[config.mk]
export PLATFORM = sky130hd
export DESIGN_NAME = seg7_scan_ctrl
export DESIGN_NICKNAME = d
export VERILOG_FILES = /design/src/rtl/seg7_pkg.sv /design/src/rtl/seg7_decode.sv /design/src/rtl/seg7_scan_ctrl.sv
export SDC_FILE = /design/constraint.sdc
export NUM_CORES = 1
export LEC_CHECK = 0
export CAP_MARGIN = 0
export CORE_ASPECT_RATIO = 1.75
export CORE_MARGIN = 1
export CORE_UTILIZATION = 57
export DETAILED_ROUTE_END_ITERATION = 10
export GPL_TIMING_DRIVEN = 0
export PLACE_DENSITY = 0.8
export SYNTH_ARGS = -nofsm -noshare
export SYNTH_HDL_FRONTEND = slang
export SYNTH_SLANG_ARGS = --single-unit
[constraint.sdc]
create_clock -name clk -period 3.7 [get_ports clk]
set_input_delay 0.555 -clock clk [delete_from_list [all_inputs] [get_ports clk]]
set_output_delay 0.555 -clock clk [all_outputs]
set_load 0.01 [all_outputs]
[src/rtl/seg7_pkg.sv]
// Shared definitions for 7-segment display blocks: segment bit positions,
// active-high glyph patterns and the frame record held by the scan controller.
package seg7_pkg;

  localparam int MAX_DIGITS = 16;
  localparam int CNT_W      = 5;

  // Segment bit positions on the 8-bit segment bus
  localparam int SEG_A  = 0;
  localparam int SEG_B  = 1;
  localparam int SEG_C  = 2;
  localparam int SEG_D  = 3;
  localparam int SEG_E  = 4;
  localparam int SEG_F  = 5;
  localparam int SEG_G  = 6;
  localparam int SEG_DP = 7;

  // Active-high glyphs, bit0 = segment a ... bit6 = segment g
  localparam logic [6:0] GLYPH_0     = 7'h3F;
  localparam logic [6:0] GLYPH_1     = 7'h06;
  localparam logic [6:0] GLYPH_2     = 7'h5B;
  localparam logic [6:0] GLYPH_3     = 7'h4F;
  localparam logic [6:0] GLYPH_4     = 7'h66;
  localparam logic [6:0] GLYPH_5     = 7'h6D;
  localparam logic [6:0] GLYPH_6     = 7'h7D;
  localparam logic [6:0] GLYPH_7     = 7'h07;
  localparam logic [6:0] GLYPH_8     = 7'h7F;
  localparam logic [6:0] GLYPH_9     = 7'h6F;
  localparam logic [6:0] GLYPH_A     = 7'h77;
  localparam logic [6:0] GLYPH_B     = 7'h7C;
  localparam logic [6:0] GLYPH_C     = 7'h39;
  localparam logic [6:0] GLYPH_D     = 7'h5E;
  localparam logic [6:0] GLYPH_E     = 7'h79;
  localparam logic [6:0] GLYPH_F     = 7'h71;
  localparam logic [6:0] GLYPH_BLANK = 7'h00;

  // One displayable frame, sized for the largest supported digit count
  typedef struct packed {
    logic [4*MAX_DIGITS-1:0] data;
    logic [CNT_W-1:0]        cnt;
    logic [MAX_DIGITS-1:0]   dp;
    logic [MAX_DIGITS-1:0]   blink;
    logic                    hex_en;
  } frame_t;

endpackage

[src/rtl/seg7_decode.sv]
// Nibble to active-high 7-segment glyph; codes 10-15 render as letters only
// when hex_en is set, otherwise they are blank.
module seg7_decode
  import seg7_pkg::*;
(
  input  logic [3:0] nibble,
  input  logic       hex_en,
  output logic [6:0] glyph
);

  // Glyph lookup
  always_comb begin
    glyph = GLYPH_BLANK;
    case (nibble)
      4'h0: glyph = GLYPH_0;
      4'h1: glyph = GLYPH_1;
      4'h2: glyph = GLYPH_2;
      4'h3: glyph = GLYPH_3;
      4'h4: glyph = GLYPH_4;
      4'h5: glyph = GLYPH_5;
      4'h6: glyph = GLYPH_6;
      4'h7: glyph = GLYPH_7;
      4'h8: glyph = GLYPH_8;
      4'h9: glyph = GLYPH_9;
      4'hA: glyph = hex_en ? GLYPH_A : GLYPH_BLANK;
      4'hB: glyph = hex_en ? GLYPH_B : GLYPH_BLANK;
      4'hC: glyph = hex_en ? GLYPH_C : GLYPH_BLANK;
      4'hD: glyph = hex_en ? GLYPH_D : GLYPH_BLANK;
      4'hE: glyph = hex_en ? GLYPH_E : GLYPH_BLANK;
      4'hF: glyph = hex_en ? GLYPH_F : GLYPH_BLANK;
      default: glyph = GLYPH_BLANK;
    endcase
  end

endmodule

[src/rtl/seg7_scan_ctrl.sv]
// Time-multiplexed N-digit 7-segment scanner. Frames arrive over a
// valid/ready handshake into a pending register and are promoted to the
// active register only at a frame boundary, so a frame never tears.
module seg7_scan_ctrl
  import seg7_pkg::*;
#(
  parameter int N_DIGITS     = 8,
  parameter int SCAN_DIV_W   = 17,
  parameter int BLINK_DIV_W  = 24,
  parameter bit SEG_ACT_HIGH = 1'b1,
  parameter bit SEL_ACT_LOW  = 1'b1,
  localparam int CW = $clog2(N_DIGITS + 1),
  localparam int IW = $clog2(N_DIGITS)
) (
  input  logic                  clk,
  input  logic                  rst_n,
  input  logic                  load_valid,
  output logic                  load_ready,
  input  logic [4*N_DIGITS-1:0] frame_data,
  input  logic [CW-1:0]         frame_cnt,
  input  logic [N_DIGITS-1:0]   dp_mask,
  input  logic [N_DIGITS-1:0]   blink_mask,
  input  logic                  hex_en,
  output logic [7:0]            seg_data,
  output logic [N_DIGITS-1:0]   seg_sel,
  output logic                  frame_start
);

  logic [SCAN_DIV_W-1:0]  dwell;
  logic [BLINK_DIV_W-1:0] blink_cnt;
  logic [IW-1:0]          idx;
  logic                   pend;
  logic                   dwell_tc;
  logic                   boundary;
  frame_t                 offered;
  frame_t                 pending;
  frame_t                 active;
  logic [3:0]             nibble;
  logic                   dig_shown;
  logic                   dig_dp;
  logic                   dig_blink;
  logic [6:0]             glyph;
  logic [7:0]             seg_on;
  logic [N_DIGITS-1:0]    sel_on;

  assign dwell_tc   = &dwell;
  assign boundary   = dwell_tc && (idx == IW'(N_DIGITS - 1));
  assign load_ready = !pend;

  // Dwell, blink and digit-index counters
  always_ff @(posedge clk or negedge rst_n) begin
    if (!rst_n) begin
      dwell     <= '0;
      blink_cnt <= '0;
      idx       <= '0;
    end else begin
      dwell     <= dwell + SCAN_DIV_W'(1);
      blink_cnt <= blink_cnt + BLINK_DIV_W'(1);
      if (dwell_tc) idx <= boundary ? '0 : idx + IW'(1);
    end
  end

  // Pack the offered frame, saturating the digit count at N_DIGITS
  always_comb begin
    offered                        = '0;
    offered.data[4*N_DIGITS-1:0]   = frame_data;
    offered.cnt                    = (int'(frame_cnt) > N_DIGITS) ? CNT_W'(N_DIGITS)
                                                                  : CNT_W'(frame_cnt);
    offered.dp[N_DIGITS-1:0]       = dp_mask;
    offered.blink[N_DIGITS-1:0]    = blink_mask;
    offered.hex_en                 = hex_en;
  end

  // Handshake and shadow registers; promotion wins over capture because a
  // pending frame holds load_ready low, so both can never coincide
  always_ff @(posedge clk or negedge rst_n) begin
    if (!rst_n) begin
      pend    <= 1'b0;
      pending <= '0;
      active  <= '0;
    end else if (pend && boundary) begin
      active <= pending;
      pend   <= 1'b0;
    end else if (load_valid && !pend) begin
      pending <= offered;
      pend    <= 1'b1;
    end
  end

  // Pick the active digit's nibble and per-digit flags
  always_comb begin
    nibble    = '0;
    dig_shown = 1'b0;
    dig_dp    = 1'b0;
    dig_blink = 1'b0;
    for (int k = 0; k < MAX_DIGITS; k++) begin
      if (k < N_DIGITS && idx == IW'(k)) begin
        nibble    = active.data[4*k +: 4];
        dig_shown = int'(active.cnt) > k;
        dig_dp    = active.dp[k];
        dig_blink = active.blink[k];
      end
    end
  end

  seg7_decode u_decode (
    .nibble (nibble),
    .hex_en (active.hex_en),
    .glyph  (glyph)
  );

  // Logical (active-high) segment and select values for the current digit
  always_comb begin
    seg_on = '0;
    if (dig_shown) seg_on[SEG_G:SEG_A] = glyph;
    seg_on[SEG_DP] = dig_dp;
    if (dig_blink && blink_cnt[BLINK_DIV_W-1]) seg_on = '0;
    sel_on      = '0;
    sel_on[idx] = 1'b1;
  end

  // Registered pin drivers with polarity applied
  always_ff @(posedge clk or negedge rst_n) begin
    if (!rst_n) begin
      seg_data    <= SEG_ACT_HIGH ? 8'h00 : 8'hFF;
      seg_sel     <= {N_DIGITS{SEL_ACT_LOW}};
      frame_start <= 1'b0;
    end else begin
      seg_data    <= SEG_ACT_HIGH ? seg_on : ~seg_on;
      seg_sel     <= SEL_ACT_LOW ? ~sel_on : sel_on;
      frame_start <= (idx == '0) && (dwell == '0);
    end
  end

endmodule

# Word level (Yosys, flattened, before mapping)
# Cells that the tools add are included.
# W data, S select, Z words.
# word_totals
regBits,170
in_bits,56
out_inout_bits,18
# classes
addsub,3
order_cmp,11
eq_ne,22
n_mux,47
bitwise,2
reduce_logical,13
# ops
op,count
$pmux W7 S16,1
$mux W7,6
$mux W4,9
$eq A4 B4 Y1 const B,8
$mux W1,27
$add A24 B1 Y24 const B,1
$gt A5 B3 Y1 const B,4
$add A17 B1 Y17 const B,1
$logic_not A17 Y1,1
$reduce_and A17 Y1,1
$eq A4 B3 Y1 const B,4
$eq A3 B3 Y1 const B,4
$gt A5 B1 Y1 const B,2
$gt A5 B2 Y1 const B,2
$eq A4 B2 Y1 const B,2
$mux W8,1
$not A8 Y8,1
$eq A3 B2 Y1 const B,2
$logic_and A1 B1 Y1,6
$mux W6,1
$eq A4 B1 Y1 const B,1
$gt A4 B4 Y1 const B,1
$logic_not A4 Y1,1
$lt A3 B4 Y1 const B,1
other kinds (10),10

# Depth between registers and ports, before layout
# Gate-level depths: netlist of run 1.
# logic_depth
depth_word,13
depth_mapped,12
depth_no_buf,9

# Hierarchy
# Synthesis of run 1 repeated with hierarchy kept, for this count alone.
# hier_totals
cells_unflattened,591
hier_area_um2,7373.3
# modules_own_cells
mod,n_inst,cells_each,area_per_inst_um2
seg7_scan_ctrl,1,546,7106.8
seg7_decode,1,45,266.5

# Worst setup path before layout of run 1
# Ideal clock, no wire load.
# synth_path
path_kind,reg-to-reg
from,reg dwell[7]
to,reg active[17] (netlist bit)
arrival_ps,2600
slack_ps,976
path_stages_with_launch,10
path_buffers,2
period_less_slack_ps,2724
cell_sequence,dfrtp_1 and3_1 and3_1 and4_1 and4_1 ha_1 nand3_1 clkbuf_1 clkbuf_1 mux2_2
# synth_via
elab_chain_len,3
# synth_rtl
element,line_no,source
"start, declared",seg7_scan_ctrl.sv:29,logic [SCAN_DIV_W-1:0] dwell;
"start signal, assigned",seg7_scan_ctrl.sv:57,dwell <= dwell + SCAN_DIV_W'(1);
$reduce_and A17 Y1,seg7_scan_ctrl.sv:46,assign dwell_tc = &dwell;
net dwell_tc,seg7_scan_ctrl.sv:33,logic dwell_tc;
$logic_and A1 B1 Y1,seg7_scan_ctrl.sv:47,assign boundary = dwell_tc && (idx == IW'(N_DIGITS - 1));
$logic_and A1 B1 Y1,seg7_scan_ctrl.sv:81,end else if (pend && boundary) begin
"end signal, assigned",seg7_scan_ctrl.sv:82,active <= pending;
"end, declared",seg7_scan_ctrl.sv:37,frame_t active;
# The timed path passes the listed nets, and every way through them passes these cells.
# A chain may end at the register's enable or synchronous reset.

# Worst setup path after layout of run 1
# layout_path
from,reg dwell[6]
to,reg active[66] (netlist bit)
# The elaborated chain is that of the path after synthesis.

==> flow_metrics.tcl, run 1 <==
set metrics [dict create \
    grt_pass1_wl_um 24650 \
    antenna_found_initial 0 \
    p_sw_share_pct 19.30 \
    busiest_layer "met2" \
    portBuffers 73 \
    crit_buf_inv 2 \
    path_cells "and3_1, and3_1, and4_1, and4_1, ha_1, nand3_1, clkbuf_1, clkbuf_1, mux2_2" \
    syn-cell-area_mm2 0.007283 \
    ant_nets 0 \
    nets 737 \
    dr.pass1.iters 5 \
    pwr-share-seq_pct 46.9 \
    setup_viol 0 \
    grt_max_degree 91 \
    pin_count 74 \
    critical_path_required_ns 4.00 \
    fin_total_pwr_mw 4.178 \
    syn_nets 644 \
    synth_fa_ha_area_share_pct 1.718 \
    synth_edf_count 0 \
    end_kind "register" \
    yosysWarnings 0 \
    area_growth_pct 22.83 \
    min_period_over_period_pct 90.21 \
    crit_arrival_ns 3.63 \
    insertion_delay_ns 0.41 \
    async_flop_share_pct 100.0 \
    syn_avg_cell_area_um2 12.60 \
    critPathMaxStageDelay_ns 0.54 \
    gp_congestion 0.8785 \
    slew_headroom_pct 46.79 \
    start_kind "register" \
    min_period_ns 3.338 \
    drcViolationCount 0 \
    p_per_area_mw_per_mm2 467.0 \
    use_met3_pct 4.659 \
    critPathSlowestCell "clkbuf_1" \
    synthMuxAreaShare_pct 15.74 \
    maxCapViolations 0 \
    grt_overflow 0 \
    timing.fmax_mhz 299.6 \
    grt_use_met1_pct 26.53 \
    drive_above_1_share_pct 23.54 \
    synth_top_area_cell "dfrtp_1" \
    use_met2_pct 45.55 \
    routed_via_density 5.763 \
    cts_made_buffers 17 \
    track_usage_pct 24.70 \
    routed_wl_um 15110 \
    via_count 4910 \
    cts_buffer_depth 2 \
    ys_seq_area_share_pct 57.86 \
    cts_root_buf "clkbuf_16" \
    yosysUniqueCellTypes 56 \
    die-area_mm2 0.01325 \
    synthSimpleGateAreaFrac_pct 9.569 \
    initial_utilization_pct 58.58 \
    synth-compound-area-share_pct 7.490 \
    placed_area_mm2 0.008253 \
    rsz0062_at_grt "false" \
    die_h_um 151.5 \
    clkSlewWorstSetupHoldPaths_ns 0.06 \
    worst-path-max-fanout 10 \
    antenna_cells 0 \
    ys_top_cells_by_area "dfrtp_1 (55%), mux2_2 (15%), xnor2_1 (3.0%)" \
    cts_tree "done" \
    ctsResizeCount 0 \
    hpwl_um 10590 \
    finalHoldViolations 0 \
    cp_top_family "buffers and inverters" \
    worst-setup-path-type "register to register" \
    tns_ns 0 \
    die-width_um 87.45 \
    synth_top_family_by_area "multiplexers" \
    syn_inst 578 \
    clkPwrFrac_pct 49.0 \
    worst_pin_slew_ns 0.7909 \
    cts_setup_buffers 0 \
    ir_worst_vdd_mv 0.3294 \
    final.setup_skew_ns 0.007328 \
    synth.most_common_cell "dfrtp_1" \
    coreArea_mm2 0.01243 \
    internal-power_mw 3.372 \
    synth-xor-area-share_pct 4.329 \
    grt_pass1_vias 5185 \
    r2r_slack_ns 0.36 \
    ys_ff_latch 168 \
    switchingPower_mw 0.8063 \
    hold_path_class "input pin to asynchronous set/reset pin" \
    slew_viol_final 0 \
    cts.sinks 168 \
    netlist_top_cells_count "dfrtp_1 (160), mux2_2 (100), nand2_1 (35)" \
    synth_top_area_share_pct 54.97 \
    leakage_nw 4.037 \
    dr.first_iter.drc_count 232 \
    hold_buffers 0 \
    finalInstanceArea_mm2 0.008946 \
    status "complete, no violations" \
    pwr-share-comb_pct 4.1 \
    h-tree-depth 4 \
    rows 54 \
    ys_dominant_reg_cell "dfrtp_1" \
    post_drt_wl_per_cell_um 17.73 \
]
-- worst reg2reg max path: stages (launching register included) --
cell and delay (ns):
dfrtp_1 0.43, and3_1 0.21, and3_1 0.22, and4_1 0.23, and4_1 0.20, ha_1 0.27, nand3_1 0.17, clkbuf_1 0.54
clkbuf_1 0.53, mux2_2 0.41
-- worst paths after layout --
kind                               from      endpoint  cells after the start
max                            dwell[6]    active[66]                      9
min                               rst_n  blink_cnt[7]                      1
max reg2reg                    dwell[6]    active[66]                      9
min reg2reg                blink_cnt[0]  blink_cnt[0]                      1
max in group asynchronous         rst_n    seg_sel[1]                      2
min in group clk           blink_cnt[0]  blink_cnt[0]                      1
-- flip-flops by register name, indices dropped and copies added (netlist names) --
signal,count
pend,1
seg_data,8
frame_start,1
idx,3
dwell,17
active,53
seg_sel,8
pending,53
blink_cnt,24
-- cells by family (layout without fill, tap and decap cells) --
| kind of cell | after synthesis | in the layout |
|---|---|---|
| compound gates | 80 | 80 |
| xor+xnor | 36 | 36 |
| fa+ha+maj | 10 | 10 |
| buf+inv | 48 | 154 |
| flops | 168 | 168 |
| mux | 102 | 102 |
| simple gates | 134 | 134 |
-- metrics by stage --
stage / util (%) / hold WS, ns / instances / setup slack, ns
CTS: 71.96 / 0.1877 / 852 / 0.3856
finish: 71.96 / 0.1545 / 852 / 0.3621
detailed placement: 66.38 / 0.4395 / 820 / 0.4397
floorplan: - / 0.2594 / 578 / 0.9755
global route: 71.96 / 0.2124 / 852 / 0.2151
global placement: 66.15 / 0.4382 / 819 / -4.249
-- layout make-up --
type	instances	area [µm²]
Clock inverter	12	246.5
Inverter	19	71.32
Tap cell	168	210.2
Multi-Input combinational cell	362	2829
Clock buffer	20	446.7
Buffer	29	168.9
Fill cell	856	3486
Timing Repair Buffer	74	759.5
Sequential cell	168	4214
-- metal layers --
layer | wire length, µm | vias up | share of wire, %
met5 | 0 | - | 0
li1 | - | 2226 | -
met4 | 471 | 0 | 3.1
met2 | 8410 | 159 | 56
met3 | 527 | 42 | 3.5
met1 | 5699 | 2483 | 38
-- power groups by stage --
stage | registers (mW) | logic [mW] | clock network, mW
after floorplan | 1.97 | 0.0658 | 0
after global placement | 1.99 | 0.163 | 0
after detailed placement | 1.99 | 0.175 | 0
after CTS | 1.96 | 0.176 | 2.08
after global routing | 1.96 | 0.189 | 2.15
final | 1.96 | 0.171 | 2.05
-- layout by cell type (no fill, tap or decap), drive strengths merged, types with 6 or more instances in the layout --
cell	n
bufinv	7
o21ai	19
xor2	11
nand3	34
nor2	17
dfrtp	160
xnor2	25
dfstp	8
a211o	6
mux2	100
clkdlybuf4s50	72
clkbuf	33
and3	12
ha	10
a21oi	19
buf	18
nand3b	8
inv	17
nand2	36
(Power assumes the default switching activity.)
==> inputs of run 2 (changes only) <==
- CTS_BUF_LIST: unset -> sky130_fd_sc_hd__clkbuf_16
==> flow_metrics.tcl, run 2 (synthesis gave the netlist of run 1 again) <==
set metrics [dict create \
    final_common_cell "dfrtp_1" \
    start_kind "register" \
    finalInstanceArea_mm2 0.008936 \
    status "complete, no violations" \
    cts_tree "done" \
    drive_above_1_share_pct 23.39 \
    cts.sinks 168 \
    reg_top3 "active (53), pending (53), blink_cnt (24)" \
    hpwl_um 10590 \
    final_cell_mix "dfrtp_1 (160), mux2_2 (100), clkdlybuf4s50_1 (72), nand2_1 (35), nand3_1 (33)" \
    worst_hold_slack_ns 0.1556 \
    insertion_delay_ns 0.42 \
    hold_buffers 0 \
    critical_path_required_ns 4.00 \
    ctsResizeCount 0 \
    layout_setup_ws_ns 0.3545 \
    antenna_cells 0 \
    min_period_over_period_pct 90.42 \
    cts_made_buffers 17 \
    leakage_nw 4.040 \
    grt_overflow 0 \
    fin_total_pwr_mw 4.151 \
    pin_count 74 \
    end_kind "register" \
    dr.pass1.iters 5 \
    antenna_found_initial 0 \
    routed_wl_um 15010 \
    dr_wl_met3_um 544 \
    min_period_ns 3.346 \
    rows 54 \
    die_h_um 151.5 \
    ant_nets 0 \
    worst-setup-path-type "register to register" \
    timing.fmax_mhz 298.9 \
    rsz0062_at_grt "false" \
    cts_root_buf "clkbuf_16" \
    gp_congestion 0.8785 \
    cts_buffer_depth 2 \
    critPathMaxStageDelay_ns 0.55 \
    p_per_area_mw_per_mm2 464.5 \
    tns_ns 0 \
    routed_via_density 5.702 \
    die-area_mm2 0.01325 \
    slew_headroom_pct 45.54 \
    grt_pass1_vias 5159 \
    grt_pass1_wl_um 24610 \
    dr.first_iter.drc_count 251 \
    die-width_um 87.45 \
    setup_viol 0 \
    ir_worst_vdd_mv 0.3292 \
    cts_setup_buffers 0 \
    hold_path_class "input pin to asynchronous set/reset pin" \
    area_growth_pct 22.69 \
    coreArea_mm2 0.01243 \
    dpl_worst_slack_ns 0.4397 \
    h-tree-depth 4 \
    portBuffers 73 \
    wl_met1_um 5627 \
    via_count 4858 \
    fill_cells 854 \
    wl_met2_um 8370 \
    grt_max_degree 91 \
    initial_utilization_pct 58.58 \
    critPathSlowestCell "clkbuf_1" \
    path_cells "and3_1, and3_1, and4_1, and4_1, ha_1, nand3_1, clkbuf_1, clkbuf_1, mux2_2" \
    drcViolationCount 0 \
    top_layer "met4" \
    track_usage_pct 24.65 \
    worst_pin_slew_ns 0.8095 \
    post_drt_wl_per_cell_um 17.62 \
    worst-path-max-fanout 10 \
    nets 737 \
    finalHoldViolations 0 \
    clkSlewWorstSetupHoldPaths_ns 0.06 \
    crit_arrival_ns 3.64 \
    maxCapViolations 0 \
    final.setup_skew_ns 0.007349 \
    slew_viol_final 0 \
    placed_area_mm2 0.008253 \
]
[run 2: cell types whose count changed in the layout (fill, tap and decap cells not counted)]
cell,change
inv_1,+2
clkbuf_8,-1
clkbuf_1,-2
clkinv_1,+1
[run 2: worst max-delay path: cells and delay by family, from the launching register on]
family	cells	cell delay, ns
fa+ha+maj	1	0.27
buf+inv	2	1.07
flops	1	0.43
mux	1	0.41
simple gates	5	1.03
[run 2: power breakdown]
part / switching [mW] / internal [mW] / total (mW)
logic: 0.0641 / 0.107 / 0.171
clock network: 0.697 / 1.33 / 2.02
registers: 0.0446 / 1.91 / 1.96
total: 0.805 / 3.35 / 4.15
[run 2: per-layer routing]
metal | global-route usage (%) | vias up
met3 | 4.659 | 34
met1 | 26.60 | 2446
met2 | 45.31 | 151
li1 | - | 2227
met5 | 0 | -
met4 | 12.13 | 0
[run 2: path summary, 6_finish.rpt]
check	startpoint	end	slack, ns	depth (start not counted)
worst max-delay path	dwell[6]	active[66]	0.35	9
worst min-delay path	rst_n	blink_cnt[7]	0.16	1
worst max register to register	dwell[6]	active[66]	0.35	9
worst min register to register	blink_cnt[0]	blink_cnt[0]	0.45	1
max in group asynchronous	rst_n	seg_sel[1]	2.67	2
min in group clk	blink_cnt[0]	blink_cnt[0]	0.45	1
[run 2: final cells by class]
cell class                 instances  area (µm²)  share of cell area, %
multi-input combinational        362        2829                  31.66
buffer                            29       168.9                  1.890
clock inverter                    15       257.7                  2.884
sequential                       168        4214                  47.16
inverter                          19       71.32                 0.7981
timing repair buffer              74       759.5                  8.499
clock buffer                      17       425.4                  4.761
tap                              168       210.2                  2.352
[run 2: metrics by stage]
stage	instances	utilization, %
after floorplan	578	-
after global placement	819	66.15
after detailed placement	820	66.38
after CTS	852	71.88
after global routing	852	71.88
final	852	71.88
